### src/rtl/mem_align_bridge_if.sv
// mem_align_bridge_if
//   Groups the datapath-side memory port and the physical-memory port of the
//   alignment bridge into one bundle.
//   Modports:
//     slave  - the bridge's view: it receives requests from the datapath
//              and pmem_rdata/pmem_resp from memory, and drives the load
//              result, the response and the physical strobes/address/data.
//     master - the environment's view (datapath + physical memory): the
//              directions are the reverse of slave.
interface mem_align_bridge_if;
  // datapath side
  logic [31:0] mem_address;
  logic        mem_read;
  logic        mem_write;
  logic [2:0]  mem_funct3;
  logic [31:0] mem_wdata;
  logic [31:0] mem_rdata;
  logic        mem_resp;
  logic        mem_err;
  // physical memory side
  logic [31:0] pmem_address;
  logic        pmem_read;
  logic        pmem_write;
  logic [31:0] pmem_wdata;
  logic [3:0]  pmem_byte_enable;
  logic [31:0] pmem_rdata;
  logic        pmem_resp;

  modport slave (
    input  mem_address, mem_read, mem_write, mem_funct3, mem_wdata,
    output mem_rdata, mem_resp, mem_err,
    output pmem_address, pmem_read, pmem_write, pmem_wdata, pmem_byte_enable,
    input  pmem_rdata, pmem_resp
  );

  modport master (
    output mem_address, mem_read, mem_write, mem_funct3, mem_wdata,
    input  mem_rdata, mem_resp, mem_err,
    input  pmem_address, pmem_read, pmem_write, pmem_wdata, pmem_byte_enable,
    output pmem_rdata, pmem_resp
  );
endinterface

### src/rtl/mem_align_bridge.sv
// mem_align_bridge
//   Bridge between the multicycle datapath memory port and physical memory.
//   Takes one load or store at a time, rejects bad or misaligned accesses,
//   builds byte enables and lane-replicated store data, runs the physical
//   read/write handshake with a wait-state timeout, and returns the
//   sign/zero-extended load result with a one-cycle mem_resp pulse.
//   Ports:
//     clk   - system clock, rising edge
//     rst_n - asynchronous active-low reset
//     bus   - mem_align_bridge_if.slave (datapath request/response and
//             physical memory strobes/data)
//   Parameter:
//     MAX_WAIT - cycles a physical strobe may stay up without pmem_resp
//                before the access is aborted with mem_err (1..255)
module mem_align_bridge #(
  parameter int unsigned MAX_WAIT = 64
) (
  input  logic               clk,
  input  logic               rst_n,
  mem_align_bridge_if.slave  bus
);

  typedef enum logic [1:0] {IDLE, REQ, DONE, ERR} state_t;

  state_t      state_reg, state_next;
  logic [7:0]  wait_cnt_reg, wait_cnt_next;
  logic [31:0] addr_reg;
  logic [2:0]  funct3_reg;
  logic        write_reg;
  logic [31:0] pmem_wdata_reg;
  logic [3:0]  byte_enable_reg;
  logic [31:0] rdata_reg;

  logic        req;
  logic        bad_funct;
  logic        misaligned;
  logic        req_bad;
  logic        capture;
  logic [3:0]  byte_enable;
  logic [3:0][7:0] store_lane;
  logic [7:0]  ld_byte;
  logic [15:0] ld_half;
  logic [31:0] load_value;

  // ---------------------------------------------------------------------
  // Request decode (only meaningful in IDLE)
  // ---------------------------------------------------------------------
  assign req = bus.mem_read || bus.mem_write;

  // Stores only have B/H/W; loads additionally have BU/HU.
  always_comb begin
    bad_funct = 1'b0;
    if (bus.mem_write) begin
      bad_funct = !(bus.mem_funct3 == 3'b000 || bus.mem_funct3 == 3'b001 ||
                    bus.mem_funct3 == 3'b010);
    end else begin
      bad_funct = (bus.mem_funct3 == 3'b011 || bus.mem_funct3 == 3'b110 ||
                   bus.mem_funct3 == 3'b111);
    end
  end

  // funct3[1:0] == 01 covers both H and HU.
  assign misaligned = (bus.mem_funct3[1:0] == 2'b01 && bus.mem_address[0]) ||
                      (bus.mem_funct3 == 3'b010 && bus.mem_address[1:0] != 2'b00);

  assign req_bad = (bus.mem_read && bus.mem_write) || bad_funct || misaligned;

  always_comb begin
    byte_enable = 4'b1111;
    case (bus.mem_funct3[1:0])
      2'b00:   byte_enable = 4'b0001 << bus.mem_address[1:0];
      2'b01:   byte_enable = 4'b0011 << {bus.mem_address[1], 1'b0};
      default: byte_enable = 4'b1111;
    endcase
  end

  // Replicate the store value across lanes so memory picks whichever lane
  // the byte enables select.
  for (genvar gi = 0; gi < 4; gi++) begin : g_lane
    assign store_lane[gi] = (bus.mem_funct3[1:0] == 2'b00) ? bus.mem_wdata[7:0] :
                            (bus.mem_funct3[1:0] == 2'b01) ? bus.mem_wdata[(gi % 2) * 8 +: 8] :
                                                              bus.mem_wdata[gi * 8 +: 8];
  end

  // ---------------------------------------------------------------------
  // Load extraction from the returning physical word
  // ---------------------------------------------------------------------
  always_comb begin
    ld_byte    = bus.pmem_rdata[{addr_reg[1:0], 3'b000} +: 8];
    ld_half    = addr_reg[1] ? bus.pmem_rdata[31:16] : bus.pmem_rdata[15:0];
    load_value = bus.pmem_rdata;
    case (funct3_reg)
      3'b000:  load_value = {{24{ld_byte[7]}}, ld_byte};
      3'b100:  load_value = {24'b0, ld_byte};
      3'b001:  load_value = {{16{ld_half[15]}}, ld_half};
      3'b101:  load_value = {16'b0, ld_half};
      default: load_value = bus.pmem_rdata;
    endcase
  end

  // ---------------------------------------------------------------------
  // FSM: next state
  // ---------------------------------------------------------------------
  always_comb begin
    state_next    = state_reg;
    wait_cnt_next = wait_cnt_reg;
    capture       = 1'b0;
    case (state_reg)
      IDLE: begin
        if (req) begin
          wait_cnt_next = 8'd0;
          state_next    = req_bad ? ERR : REQ;
        end
      end
      REQ: begin
        if (bus.pmem_resp) begin
          capture    = 1'b1;
          state_next = DONE;
        end else if (wait_cnt_reg == 8'(MAX_WAIT - 1)) begin
          // Strobe has been up MAX_WAIT cycles with no answer.
          state_next = ERR;
        end else begin
          wait_cnt_next = wait_cnt_reg + 8'd1;
        end
      end
      DONE:    state_next = IDLE;
      ERR:     state_next = IDLE;
      default: state_next = IDLE;
    endcase
  end

  // ---------------------------------------------------------------------
  // State and datapath registers
  // ---------------------------------------------------------------------
  always_ff @(posedge clk or negedge rst_n) begin
    if (!rst_n) begin
      state_reg       <= IDLE;
      wait_cnt_reg    <= 8'd0;
      addr_reg        <= 32'd0;
      funct3_reg      <= 3'd0;
      write_reg       <= 1'b0;
      pmem_wdata_reg  <= 32'd0;
      byte_enable_reg <= 4'd0;
      rdata_reg       <= 32'd0;
    end else begin
      state_reg    <= state_next;
      wait_cnt_reg <= wait_cnt_next;
      if (state_reg == IDLE && req) begin
        addr_reg        <= bus.mem_address;
        funct3_reg      <= bus.mem_funct3;
        write_reg       <= bus.mem_write;
        pmem_wdata_reg  <= store_lane;
        byte_enable_reg <= byte_enable;
      end
      // Stores also complete through DONE but must leave the load result alone.
      if (capture && !write_reg) begin
        rdata_reg <= load_value;
      end
    end
  end

  // Strobes and the response decode straight from the state register, so an
  // asynchronous reset drops them immediately and ERR never carries a strobe.
  assign bus.pmem_read        = (state_reg == REQ) && !write_reg;
  assign bus.pmem_write       = (state_reg == REQ) && write_reg;
  assign bus.pmem_address     = {addr_reg[31:2], 2'b00};
  assign bus.pmem_wdata       = pmem_wdata_reg;
  assign bus.pmem_byte_enable = byte_enable_reg;
  assign bus.mem_rdata        = rdata_reg;
  assign bus.mem_resp         = (state_reg == DONE) || (state_reg == ERR);
  assign bus.mem_err          = (state_reg == ERR);

endmodule

### src/flat_wrapper.sv
// flat-port wrapper written by rule: the top's interface ports become plain ports
module mem_align_bridge_flat 
#(
  parameter int unsigned MAX_WAIT = 64
)
  (clk, rst_n, bus_mem_address, bus_mem_read, bus_mem_write, bus_mem_funct3, bus_mem_wdata, bus_mem_rdata, bus_mem_resp, bus_mem_err, bus_pmem_address, bus_pmem_read, bus_pmem_write, bus_pmem_wdata, bus_pmem_byte_enable, bus_pmem_rdata, bus_pmem_resp);
  mem_align_bridge_if bus_i ();
  input  logic clk;
  input  logic rst_n;
  input wire logic [$bits(bus_i.mem_address)-1:0] bus_mem_address;
  input wire logic [$bits(bus_i.mem_read)-1:0] bus_mem_read;
  input wire logic [$bits(bus_i.mem_write)-1:0] bus_mem_write;
  input wire logic [$bits(bus_i.mem_funct3)-1:0] bus_mem_funct3;
  input wire logic [$bits(bus_i.mem_wdata)-1:0] bus_mem_wdata;
  output wire logic [$bits(bus_i.mem_rdata)-1:0] bus_mem_rdata;
  output wire logic [$bits(bus_i.mem_resp)-1:0] bus_mem_resp;
  output wire logic [$bits(bus_i.mem_err)-1:0] bus_mem_err;
  output wire logic [$bits(bus_i.pmem_address)-1:0] bus_pmem_address;
  output wire logic [$bits(bus_i.pmem_read)-1:0] bus_pmem_read;
  output wire logic [$bits(bus_i.pmem_write)-1:0] bus_pmem_write;
  output wire logic [$bits(bus_i.pmem_wdata)-1:0] bus_pmem_wdata;
  output wire logic [$bits(bus_i.pmem_byte_enable)-1:0] bus_pmem_byte_enable;
  input wire logic [$bits(bus_i.pmem_rdata)-1:0] bus_pmem_rdata;
  input wire logic [$bits(bus_i.pmem_resp)-1:0] bus_pmem_resp;
  assign bus_i.mem_address = bus_mem_address;
  assign bus_i.mem_read = bus_mem_read;
  assign bus_i.mem_write = bus_mem_write;
  assign bus_i.mem_funct3 = bus_mem_funct3;
  assign bus_i.mem_wdata = bus_mem_wdata;
  assign bus_mem_rdata = bus_i.mem_rdata;
  assign bus_mem_resp = bus_i.mem_resp;
  assign bus_mem_err = bus_i.mem_err;
  assign bus_pmem_address = bus_i.pmem_address;
  assign bus_pmem_read = bus_i.pmem_read;
  assign bus_pmem_write = bus_i.pmem_write;
  assign bus_pmem_wdata = bus_i.pmem_wdata;
  assign bus_pmem_byte_enable = bus_i.pmem_byte_enable;
  assign bus_i.pmem_rdata = bus_pmem_rdata;
  assign bus_i.pmem_resp = bus_pmem_resp;
  mem_align_bridge #(.MAX_WAIT(MAX_WAIT)) u_core (.clk(clk), .rst_n(rst_n), .bus(bus_i));
endmodule
### config.mk
export PLATFORM = sky130hd
export DESIGN_NAME = mem_align_bridge_flat
export DESIGN_NICKNAME = d
export VERILOG_FILES = /design/src/rtl/mem_align_bridge_if.sv /design/src/rtl/mem_align_bridge.sv /design/src/flat_wrapper.sv
export SDC_FILE = /design/constraint.sdc
export NUM_CORES = 1
export LEC_CHECK = 0
export BUFFER_PORTS_ARGS = -buffer_cell sky130_fd_sc_hd__buf_2
export CAP_MARGIN = 20
export CORE_MARGIN = 2
export CORE_UTILIZATION = 50
export DETAILED_ROUTE_END_ITERATION = 7
export GPL_TIMING_DRIVEN = 0
export PLACE_DENSITY = 0.93
export SLEW_MARGIN = 20
export SYNTH_ARGS = -nofsm -noshare
export SYNTH_HDL_FRONTEND = slang
export SYNTH_SLANG_ARGS = --single-unit
### constraint.sdc
create_clock -name clk -period 1.73 [get_ports clk]
set_input_delay 0.173 -clock clk [delete_from_list [all_inputs] [get_ports clk]]
set_output_delay 0.173 -clock clk [all_outputs]
set_load 0.005 [all_outputs]
* After elaboration in Yosys (flattened, before gate mapping)
Cells that the tools add are included.
** Word-level totals
- Bits in read-only memories :: 0
- Bits of input ports :: 104
- Output and inout port bits :: 104
- RAM bits :: 0
- Register bits :: 114
- Bits in latches :: 0
- Memories :: 0
- Word-level logic and storage cells :: 76
** Cells by class
- Reduce and logical (&&, ||, !) cells :: 27
- Divide/modulo/power cells :: 0
- Magnitude comparators :: 0
- Muxes and demuxes :: 20
- $mul :: 0
- $add $sub $neg :: 1
- Bitwise operators :: 0
- Shift operators :: 3
- Eq/ne operators :: 17
** Operator list (count)
- case mux 32 bit (4 select lines) :: 1
- two-way mux 8 bit :: 8
- variable part select 32 x 6 -> 8 bit :: 1
- two-way mux 16 bit :: 1
- case mux 8 bit (2 select lines) :: 1
- == test 3 bit (second input constant) :: 4
- logical OR 1 bit :: 9
- adder 8 x 1 -> 8 bit (second input constant) :: 1
- == test 8 x 6 -> 1 bit (second input constant) :: 1
- two-way mux 2 bit :: 4
- case mux 4 bit (2 select lines) :: 1
- logical AND 1 bit :: 7
- == test 3 x 1 -> 1 bit (second input constant) :: 2
- == test 3 x 2 -> 1 bit (second input constant) :: 2
- zero test 3 bit :: 2
- case mux 2 bit (3 select lines) :: 1
- == test 2 x 1 -> 1 bit (second input constant) :: 2
- == test 2 bit (second input constant) :: 2
- zero test 2 bit :: 2
- != test 2 bit (second input constant) :: 2
- AND reduction 4 bit :: 1
- nonzero test 2 bit :: 2
- left shift 1 x 2 -> 4 bit (first input constant) :: 1
- left shift 2 x 2 -> 4 bit (first input constant) :: 1
- other kinds (6) :: 9

* Longest topological paths before layout
- Word-level depth :: 10
- Depth in mapped cells :: 8
- Depth with buffers taken out :: 5

* Worst setup path before layout
No wires, ideal clock.
- Path kind :: reg-to-reg
- From :: register u_core.state_reg[0]
- To :: register u_core.wait_cnt_reg[0]
- Data required time :: 1.605 ns
- Stages on the path, launching flop included :: 6
- Clock period less this slack :: 1.571 ns
- Library setup time :: 0.125 ns
- Slack :: 0.159 ns
- Arrival :: 1.446 ns
- Path buffers :: 1
- Cells stage by stage :: dfrtp_1 > buf_6 > or3_4 > and2_4 > nor2b_4 > mux2_4
** Between the ends
- Longest elaborated chain between the ends :: 3
- Elaborated cells on any way between the ends :: 8
- Those cells by class :: eq/ne (4); mux (1); reduce/logical (3)
** RTL lines
- start: declaration :: line mem_align_bridge.sv:25 : state_t state_reg, state_next;
- start signal: assignment :: line mem_align_bridge.sv:146 : state_reg <= state_next;
- == test 2 x 1 -> 1 bit or zero test 2 bit (tied branches) :: line mem_align_bridge.sv:108 : case (state_reg)
- != test 2 bit (no source line) (tied with other cells)
- AND reduction 4 bit (no source line)
- end signal: assignment :: line mem_align_bridge.sv:147 : wait_cnt_reg <= wait_cnt_next;
- end: declaration :: line mem_align_bridge.sv:26 : logic [7:0] wait_cnt_reg, wait_cnt_next;
Parallel ways exist; a longest one is shown, timed or not.
A chain may end at the register's enable or synchronous reset.

* Worst setup path in the final report
Ends and elaborated chain as after synthesis.

==> metrics <==
antenna cells=0; ratio of cells with drive above 1 in the final layout=0.3538; Longest Clk Path Bufs=2; Pint=a little under 0.009 W; Yosys top cell by area=dfrtp_1; clock power share=0.254; Synth top area share=0.5058; post-synthesis mux area share=0.07431; Ports=208; Place WS=-104.0 ps; Initial DRC Count=408; startpoint types=flip-flop; initial antenna violation count=0; flops & latches, synth=roughly 110; Worst Setup Path Type=flip-flop to flip-flop; Core Area=0.01094 mm2; ANT nets after route=0; first-pass GRT wire length=between 20 and 30 mm; area of the multi-input gates=about 0.0024 mm2; DP HPWL=about 12 mm; wire per inst=16.49 um; Power Dens Cells=1739 mW/mm2; xor and xnor fraction of the mapped netlist area=0.003106; Post-synth EDFFs=0; Die Wd=between 100 and 150 um; H-tree levels=4; GRT Overall Usage=0.2838; Layout fillers=776; Slew Limit Headroom=0.6323; clock sink total=114; clock slew at reported path FFs=approximately 50 ps; Max Slew Vio Count=0; DR pass1 iterations=6; LEAKAGE=4.129 nW; Worst Clk Skew=between 10 and 15 ps; Avg Cell Area, Syn=approximately 9.0 um2; Rows=38; number of port buffers=between 200 and 250; Cell Area, Synth=0.005640 mm2; min setup slack post-route=about 50 ps; Worst-Margin Slew=551.0 ps; Synth cell types=52; Worst EP arrival=around 2000 ps; final core utilization=0.7162; Vias per Instance=between 5 and 6; RD Place Congestion=0.9192; switching share of power=0.3614; Final period util=0.9712; final setup fails=0; vias in the first global route=about 5600; Routed WL=17.08 mm; status=finished, final reports clean; largest net degree at the start of global routing=74; adder-cell area share of the yosys netlist=0.002218; global route overflow=0; Hold Path Class=primary input to flip-flop; Worst setup EP type=flip-flop; Num CTS Buffers=17; Chip Height=110.2 um; Async SR Flop Fraction=1.000; sequential share of power=0.337; Synth Area in Simple Gates=0.2311; CP required=approximately 2000 ps; post-layout min period=between 1500 and 2000 ps; largest family of logic cells by synthesized area=simple AND/OR/NAND/NOR gates; Yosys warnings=0; Crit Path Max Fanout=10; TritonCTS clock tree=done; number of max-cap violations=0; RSZ-0062 raised after global routing=yes; Sw Pwr=0.004923 W; Cells after Synth=~630; clk_lat worst skew=~400 ps; Final Hold Vio Count=0; number of remaining DRC errors=0; Total Die Area=roughly 0.012 mm2; Initial Util=0.5158; setup TNS=0 ps; FF+latch area=approximately 0.0029 mm2; Peak VDD IR=a little under 0.001 V; Synth Flop Type=dfrtp_1; Logic pwr share=0.409; sequential-to-total area share from yosys stat=0.5058; Final nets=approximately 990; P&R area growth vs syn=38.86%; via count=between 5000 and 6000; Synth Area in Compound Gates=0.1043; synth top area cells=dfrtp_1 51%, nand2_1 13%, mux2i_1 5.5%; clock root buffer=clkbuf_16; Max Freq=around 600 MHz
cell type report:
| class | instances | area share |
|---|---|---|
| Buffer | 72 | 0.05607 |
| Tap cell | 140 | 0.02236 |
| Clock inverter | 9 | 0.01342 |
| Multi-Input combinational cell | 437 | 0.3040 |
| Inverter | 4 | 0.001917 |
| Timing Repair Buffer | 238 | 0.1762 |
| Clock buffer | 22 | 0.06182 |
| Sequential cell | 114 | 0.3642 |
final timing paths:
check / slack [ps] / start / endpoint / cells past startpoint
worst min register to register: 470 / u_core.addr_reg[6]$_DFFE_PN0P_ / u_core.addr_reg[6]$_DFFE_PN0P_ / 2
worst max-delay path: 50 / u_core.state_reg[0]$_DFFE_PN0P_ / u_core.wait_cnt_reg[0]$_DFFE_PN0P_ / 5
worst max register to register: 50 / u_core.state_reg[0]$_DFFE_PN0P_ / u_core.wait_cnt_reg[0]$_DFFE_PN0P_ / 5
max in group asynchronous: 790 / rst_n / u_core.bus.pmem_wdata[11]$_DFFE_PN0P_ / 3
worst min-delay path: 30 / bus_mem_wdata[5] / u_core.bus.pmem_wdata[5]$_DFFE_PN0P_ / 3
min in group asynchronous: 260 / rst_n / u_core.bus.mem_rdata[16]$_DFFE_PN0P_ / 2
per-layer routing:
metal  routed length (um)  vias to the layer above  GRT usage
met2                 8432                      311     0.4842
met3                 1395                       66    0.07819
met5                    0                        -          0
li1                     -                     2591          -
met1                 6446                     2614     0.3183
met4                  806                        0     0.1643
through the flow:
| stage | instances | total power, W | cell area, um2 | hold slack (ps) |
|---|---|---|---|---|
| 6_report | 1036 | 0.01362 | 7833 | 27.98 |
| 5_1_grt | 1036 | 0.01456 | 7833 | 35.82 |
| 4_1_cts | 1034 | 0.01347 | 7782 | 1.758 |
| 3_5_place_dp | 972 | 0.009867 | 6874 | 115.5 |
| 3_3_place_gp | 971 | 0.009656 | 6840 | 363.1 |
| 2_1_floorplan | 627 | 0.007701 | 5644 | -122.6 |
cells in the final DEF, fill, tap and decap left out, drive strengths merged, types with 6 or more instances in the layout:
| cell type | count |
|---|---|
| and2 | 7 |
| buf | 255 |
| nand2b | 6 |
| nor2 | 22 |
| dlygate4sd3 | 31 |
| clkbuf | 46 |
| nand3 | 37 |
| dfrtp | 114 |
| nand2 | 193 |
| a21oi | 27 |
| mux2i | 31 |
| o21ai | 47 |
| a22oi | 7 |
| mux2 | 9 |
worst max-delay path, cell delays in order (launching register included):
cell     delay, ps
dfrtp_1        420
buf_6          160
or3_4          400
and2_4         150
nor2b_4        130
mux2_4         300
synth_stat cells (3+ instances only):
cell,number
nor2_1,21
nand2b_1,6
nand2_1,193
nand3_1,37
buf_2,15
a31oi_1,4
dfrtp_1,114
buf_4,33
and2_1,6
a21oi_1,27
clkbuf_1,22
mux2_2,7
a21o_1,4
nand4_1,3
a22oi_1,7
o21ai_0,47
inv_1,4
mux2i_1,31
repair_timing:
item	CTS	global route
setup buffers	0	2
resized for setup	5	13
setup endpoints to repair	67	57
hold buffers	31	0
endpoints found under the hold margin	71	0
pin swaps	1	2
gates cloned	0	0
cell families after synthesis:
family / count (synthesis)
compound gates: 101
simple gates: 291
other cells: 1
buf+inv: 76
mux: 40
fa+ha+maj: 1
xor+xnor: 2
flops: 114
power groups by stage:
stage                     clock network, W  logic [W]  registers (W)
final                              0.00346    0.00557        0.00459
after global routing               0.00362    0.00621        0.00473
after CTS                          0.00351    0.00542        0.00454
after detailed placement                 0    0.00532        0.00455
after global placement                   0    0.00515        0.00451
after floorplan                          0    0.00317        0.00453
No activity file was read; power rests on OpenSTA's default activity.
